<file path="src/rtl/hp_controller.sv">
// hp_controller: hit-point bar controller.
// Requests set a target HP; the bar then drains or fills one HP per
// STEP_DIV frame ticks until it reaches the target. A unit drained to
// zero parks in FAINTED until revived.
module hp_controller #(
    parameter int MAX_HP   = 120,
    parameter int STEP_DIV = 2
) (
    input  logic       clk,
    input  logic       rst,
    input  logic       frame_tick,
    input  logic       dmg_valid,
    input  logic [6:0] dmg_amt,
    input  logic       heal_valid,
    input  logic [6:0] heal_amt,
    input  logic       revive,
    output logic       req_ready,
    output logic [9:0] blood,
    output logic       busy,
    output logic       fainted
);

    localparam logic [6:0] HP_FULL    = 7'(MAX_HP);
    localparam logic [3:0] STEP_LAST  = 4'(STEP_DIV - 1);
    localparam logic [9:0] BLOOD_FULL = 10'(MAX_HP + 2);

    typedef enum logic [1:0] {IDLE, DRAIN, FILL, FAINTED} state_t;

    state_t     state, state_nx;
    logic [6:0] hp, hp_nx;
    logic [6:0] target, target_nx;
    logic [3:0] cnt, cnt_nx;
    logic [6:0] dmg_tgt, heal_tgt;
    logic [7:0] heal_sum;

    // Saturated candidate targets for a damage or heal request.
    always_comb begin
        dmg_tgt  = (hp > dmg_amt) ? (hp - dmg_amt) : '0;
        heal_sum = {1'b0, hp} + {1'b0, heal_amt};
        heal_tgt = (heal_sum > {1'b0, HP_FULL}) ? HP_FULL : heal_sum[6:0];
    end

    // State, hp, target and step counter registers.
    always_ff @(posedge clk or posedge rst) begin
        if (rst) begin
            state  <= IDLE;
            hp     <= HP_FULL;
            target <= HP_FULL;
            cnt    <= '0;
        end else begin
            state  <= state_nx;
            hp     <= hp_nx;
            target <= target_nx;
            cnt    <= cnt_nx;
        end
    end

    // Next-state logic: request acceptance, stepping and settling.
    always_comb begin
        state_nx  = state;
        hp_nx     = hp;
        target_nx = target;
        cnt_nx    = cnt;
        case (state)
            IDLE: begin
                // Damage wins over a simultaneous heal; a no-op target stays in IDLE.
                if (dmg_valid) begin
                    cnt_nx    = '0;
                    target_nx = dmg_tgt;
                    if (dmg_tgt != hp) state_nx = DRAIN;
                end else if (heal_valid) begin
                    cnt_nx    = '0;
                    target_nx = heal_tgt;
                    if (heal_tgt != hp) state_nx = FILL;
                end
            end
            DRAIN, FILL: begin
                if (hp == target) begin
                    state_nx = (state == DRAIN && hp == '0) ? FAINTED : IDLE;
                end else if (frame_tick) begin
                    if (cnt == STEP_LAST) begin
                        cnt_nx = '0;
                        hp_nx  = (state == DRAIN) ? (hp - 7'd1) : (hp + 7'd1);
                    end else begin
                        cnt_nx = cnt + 4'd1;
                    end
                end
            end
            FAINTED: begin
                if (revive) begin
                    hp_nx     = HP_FULL;
                    target_nx = HP_FULL;
                    state_nx  = IDLE;
                end
            end
            default: state_nx = IDLE;
        endcase
    end

    // Status outputs decoded from the current state.
    always_comb begin
        req_ready = (state == IDLE);
        busy      = (state == DRAIN) || (state == FILL);
        fainted   = (state == FAINTED);
    end

    // Bar extent register, one cycle behind hp.
    always_ff @(posedge clk or posedge rst) begin
        if (rst) blood <= BLOOD_FULL;
        else     blood <= {3'b000, hp} + 10'd2;
    end

endmodule
</file>
<file path="config.mk">
export PLATFORM = sky130hd
export DESIGN_NAME = hp_controller
export DESIGN_NICKNAME = d
export VERILOG_FILES = /design/src/rtl/hp_controller.sv
export SDC_FILE = /design/constraint.sdc
export NUM_CORES = 1
export LEC_CHECK = 0
export CAP_MARGIN = 0
export CORE_MARGIN = 2
export CORE_UTILIZATION = 54
export CTS_CLUSTER_SIZE = 8
export DETAILED_ROUTE_END_ITERATION = 8
export MAX_ROUTING_LAYER = met4
export PLACE_DENSITY = 0.77
export SLEW_MARGIN = 5
export SYNTH_ARGS = -nofsm -noshare
export SYNTH_HDL_FRONTEND = slang
export SYNTH_SLANG_ARGS = --single-unit
</file>
<file path="constraint.sdc">
create_clock -name clk -period 9.4 [get_ports clk]
set_input_delay 1.88 -clock clk [delete_from_list [all_inputs] [get_ports clk]]
set_output_delay 1.88 -clock clk [all_outputs]
set_load 0.05 [all_outputs]
</file>
**Yosys cells after proc, flatten, opt, wreduce, memory -nomap -nowiden**

Index checks and enable logic that the tools add are counted.

- Add/subtract/negate cells: 6
- $mul: 0
- Div/mod/pow operators: 0
- Order comparisons: 2
- Equal/unequal tests: 15
- Shifts and indexed selects: 0
- Muxes and demuxes: 25
- Bitwise logic cells: 0
- Reduce and logical (&&, ||, !) cells: 12

Operators by type and width:

| kind | count |
|---|---|
| 7-bit two-way mux | 9 |
| 7-bit one-hot mux with 2 select lines | 2 |
| 4-bit two-way mux | 5 |
| 2-bit two-way mux | 7 |
| 7-bit inequality test | 2 |
| 2-bit inequality test (second input constant) | 5 |
| 5-bit AND reduction | 2 |
| 7-bit by 2-bit adder with 8-bit output (second input constant) | 1 |
| 7-bit by 7-bit adder with 8-bit output | 1 |
| 8-bit by 7-bit > comparator with 1-bit output (second input constant) | 1 |
| 4-bit one-hot mux with 2 select lines | 1 |
| 7-bit by 1-bit adder with 7-bit output (second input constant) | 1 |
| 7-bit == test | 1 |
| 7-bit > comparator | 1 |
| 7-bit zero test | 1 |
| 7-bit by 1-bit subtractor with 7-bit output (second input constant) | 1 |
| 7-bit subtractor | 1 |
| 3-bit by 2-bit inequality test with 1-bit output (second input constant) | 2 |
| 2-bit one-hot mux with 3 select lines | 1 |
| 2-bit nonzero test | 3 |
| 4-bit by 1-bit adder with 4-bit output (second input constant) | 1 |
| 2-bit == test (second input constant) | 2 |
| 4-bit by 1-bit == test with 1-bit output (second input constant) | 1 |
| 4-bit AND reduction | 1 |
| other kinds (7) | 7 |

- Bits in registers: 28
- Bits in latches: 0
- Memory bits (writable): 0
- Memory bits (read-only): 0
- Input bits: 20
- Word-level logic and storage cells: 65
- Memories: 0

**Depth between registers and ports, before layout**

- Depth after elaboration: 8
- Depth in mapped cells: 12
- Depth with buffers taken out: 12

**Worst setup path before layout**

Ideal clock, no wire load.

- Kind: input port to flip-flop
- Start: input port heal_amt[0]
- End: register state[0]
- Setup time: 128 ps
- Data arrival time: 4,253 ps
- Setup slack: 5,019 ps
- Stages: 11
- Cell sequence: ha_1 > inv_1 > fa_1 > nand2b_1 > a21oi_2 > xor2_1 > and4_1 > a2bb2oi_1 > a221o_1 > o31ai_2 > mux2_1

- Cells in the longest elaborated chain, start to end: 6

Ends and longest elaborated chain:

| element | line | source |
|---|---|---|
| start, declared | 15 | `input logic [6:0] heal_amt,` |
| 7-bit by 7-bit adder with 8-bit output * | 39 | `heal_sum = {1'b0, hp} + {1'b0, heal_amt};` |
| 8-bit by 7-bit > comparator with 1-bit output | 40 | `heal_tgt = (heal_sum > {1'b0, HP_FULL}) ? HP_FULL : heal_sum[6:0];` |
| 7-bit two-way mux * | 40 |  |
| 7-bit inequality test * | 74 | `if (heal_tgt != hp) state_nx = FILL;` |
| 3-bit by 2-bit inequality test with 1-bit output (no source line) * | - |  |
| 5-bit AND reduction (no source line) * | - |  |
| end signal, assigned | 51 | `state <= state_nx;` |
| end, declared | 29 | `state_t state, state_nx;` |

Mark *: on every way between the ends. The rest lies on a longest branch, timed or not.
A chain may end at the register's enable or synchronous reset.

**Final worst setup path**

- Start: input port heal_amt[0]
- End: register state[1]

Same word-level chain as after synthesis.

==> results.yml <==
outcome:
  outcome: "finished, final reports clean"
sta:
  setup_tns_ns: 0
  drv_slew: 0
  setup_viol: 0
  max_freq_ghz: 0.209
  max_slew_margin: 0.324
  period_needed_ns: 4.78
  worst_clock_skew_ns: 0.00710
  worst_slack_ns: 4.62
  finalHoldViolCount: 0
  tightest_slew_ns: 1.01
  layout_worst_path_cycle_share: 0.509
  rsz0062_at_grt: "no"
clock_network:
  cts_tree: "yes"
  post_cts_buffers: 0
  clock_tree.root_cell: "clkbuf_8"
  hold_buffers: 0
  cts_max_path_buffers: 2
  cts-htree-levels: 1
  clkLatencyLatePin_ns: 0.28
  cts.sinks: 28
  post_cts_resized: 0
  clkTransAtPathRegs_ns: 0.10
  cts_inserted_buffers: 3
routing:
  drt.antenna.violating_nets: 0
  wl_per_cell_um: 15.2
  drt_iter0_markers: 183
  first_pass_iters: 5
  vias: 2504
  drc: 0
  routed_wl_um: 6400
  vias_per_cell: 5.95
cells_and_area:
  final_common_cell: "inv_1"
  finalNetCount: 400
  finish.instance_area_um2: 3170
  final_core_util: 0.628
  drive_above_1_share: 0.0969
  area_growth_pct: 13.3
  final_cell_mix: "inv_1 (33), clkdlybuf4s50_1 (30), nor2_1 (26), ha_1 (25), nand2_1 (23)"
  n_antenna_cell: 0
hold_path:
  min_delay_path_depth: 2
  hold_class: "reg -> reg"
floorplanning:
  die_w_um: 76.0
  dieArea_um2: 5770
  coreArea_um2: 5040
  start_util: 0.555
  io_pins: 33
  die_h_um: 76.0
  rows: 26
grt:
  grt_pass1_vias: 2224
  antenna_found_initial: 0
  grt_pass1_wl_um: 10700
  grt_max_degree: 29
  grt_usage: 0.229
  grt_overflow: 0
logic_synthesis:
  synthFlopType: "dfrtp_1"
  synth_simple_gate_area_share: 0.187
  syn-cell-area_um2: 2800
  synthAdderAreaFrac: 0.133
  synth_seq_area_share: 0.256
  yosys_warnings: 0
  synth_xor_xnor_area_share: 0.0814
  synth-async-reset-ratio: 1.00
  synth_cell_types: 75
  syn_avg_cell_area_um2: 8.47
  syn_inst: 330
  synth_edf_count: 0
  synth-compound-area-share: 0.237
  synth_top_family_by_area: "compound AO/OA/AOI/OAI gates"
  ys_seq_elements: 28
  synth_mux_area_frac: 0.0268
power:
  vdd.ir_drop.worst_uv: 229
  finalPower_w: 0.00128
  p_leak_nw: 1.39
  powerDensity_nw_per_um2: 405
critical_path:
  start_kind: "input pin"
  max_stage_delay_ns: 0.49
  cpMaxStageDelayCell: "clkdlybuf4s50_1"
  required_ns: 9.56
  timing_worst_setup_path_type: "in -> reg"
  end_kind: "flip-flop"
  cp_data_arrival_time_ns: 4.94
  worst_r2r_path_depth: 9
  timing.reg2reg.setup_slack_ns: 5.88
  path_cells: "clkdlybuf4s50_1, ha_1, inv_1, fa_1, nand2b_1, a21o_1, a211oi_2, o21ai_2, a221o_1, o31ai_2, mux2_1"
  crit_fanout: 6
flow_run:
  drv.max_cap_violation_count: 0
placed_design:
  port_buffers: 30
  dp_slack_ns: 4.34
  dpl.hpwl_um: 4890
  place.gp.congestion: 0.888
  place_area_um2: 3100
final timing paths:
check / startpoint / end
min in group asynchronous: rst / cnt[3]
max reg2reg: hp[1] / state[1]
min: target[6] / target[6]
min reg2reg: target[6] / target[6]
max in group asynchronous: rst / hp[1]
max: heal_amt[0] / state[1]
layer usage:
layer | GRT usage | part of all wire | vias to the layer above | routed length [µm]
met5 | - | 0 | - | 0
met3 | 0.0333 | 0.048 | 12 | 306
met2 | 0.363 | 0.47 | 87 | 2980
met1 | 0.317 | 0.47 | 1180 | 2990
li1 | - | - | 1225 | -
met4 | 0.0455 | 0.018 | 0 | 112
report_power, final:
part           leakage, nW  internal (W)  switching (W)
combinational         1.02      0.000372       0.000532
clock               0.0357     0.0000570      0.0000375
sequential           0.330      0.000194      0.0000906
total                 1.39      0.000624       0.000660
state kept, by name, summed over array words and instances, names as in the netlist:
name / count
target: 7
blood: 8
hp: 7
state: 2
cnt: 4
cells in the mapped netlist (4+ instances only):
library cell | instances | area (µm²)
inv_1 | 33 | 124
nor2_1 | 26 | 97.6
ha_1 | 25 | 313
nand2_1 | 23 | 86.3
o21ai_0 | 19 | 95.1
xnor2_1 | 16 | 140
dfrtp_1 | 15 | 375
a21oi_1 | 13 | 65.1
dfstp_2 | 13 | 342
nand3_1 | 12 | 60.1
nor3_1 | 11 | 55.1
xor2_1 | 10 | 87.6
a21o_1 | 7 | 52.6
clkbuf_1 | 5 | 18.8
nand4_1 | 5 | 31.3
nand2b_1 | 4 | 25.0
o21bai_1 | 4 | 30.0
worst max-delay path, delay by kind of cell:
family	cells	cell delay, ns
AOI/OAI and AO/OA	5	1.38
muxes	1	0.36
adders and majority gates	2	0.57
buffers and inverters	2	0.55
and+or+nand+nor	1	0.20
cell type report:
| class | count | area (µm²) |
|---|---|---|
| fillers | 444 | 1870 |
| inverters | 33 | 124 |
| clock buffers | 3 | 41.3 |
| well taps | 70 | 87.6 |
| flip-flops and latches | 28 | 717 |
| multi-input cells | 256 | 1870 |
| repair buffers | 30 | 300 |
| clock inverters | 1 | 30.0 |
cell families (layout without fill, tap and decap cells):
logic type / Yosys count / count (layout)
other: 1 / 2
muxes: 7 / 7
buffers and inverters: 47 / 67
adders and majority gates: 28 / 28
xor gates and xnor gates: 26 / 26
DFF: 28 / 28
AOI/OAI and AO/OA: 89 / 89
and+or+nand+nor: 104 / 104
stage by stage:
| stage | cells | hold slack (ns) |
|---|---|---|
| 5_1_grt | 421 | 0.511 |
| 3_5_place_dp | 417 | 0.469 |
| 4_1_cts | 421 | 0.483 |
| 2_1_floorplan | 331 | 0.448 |
| 3_3_place_gp | 417 | 0.464 |
| 6_report | 421 | 0.482 |
(Power assumes the default switching activity.)
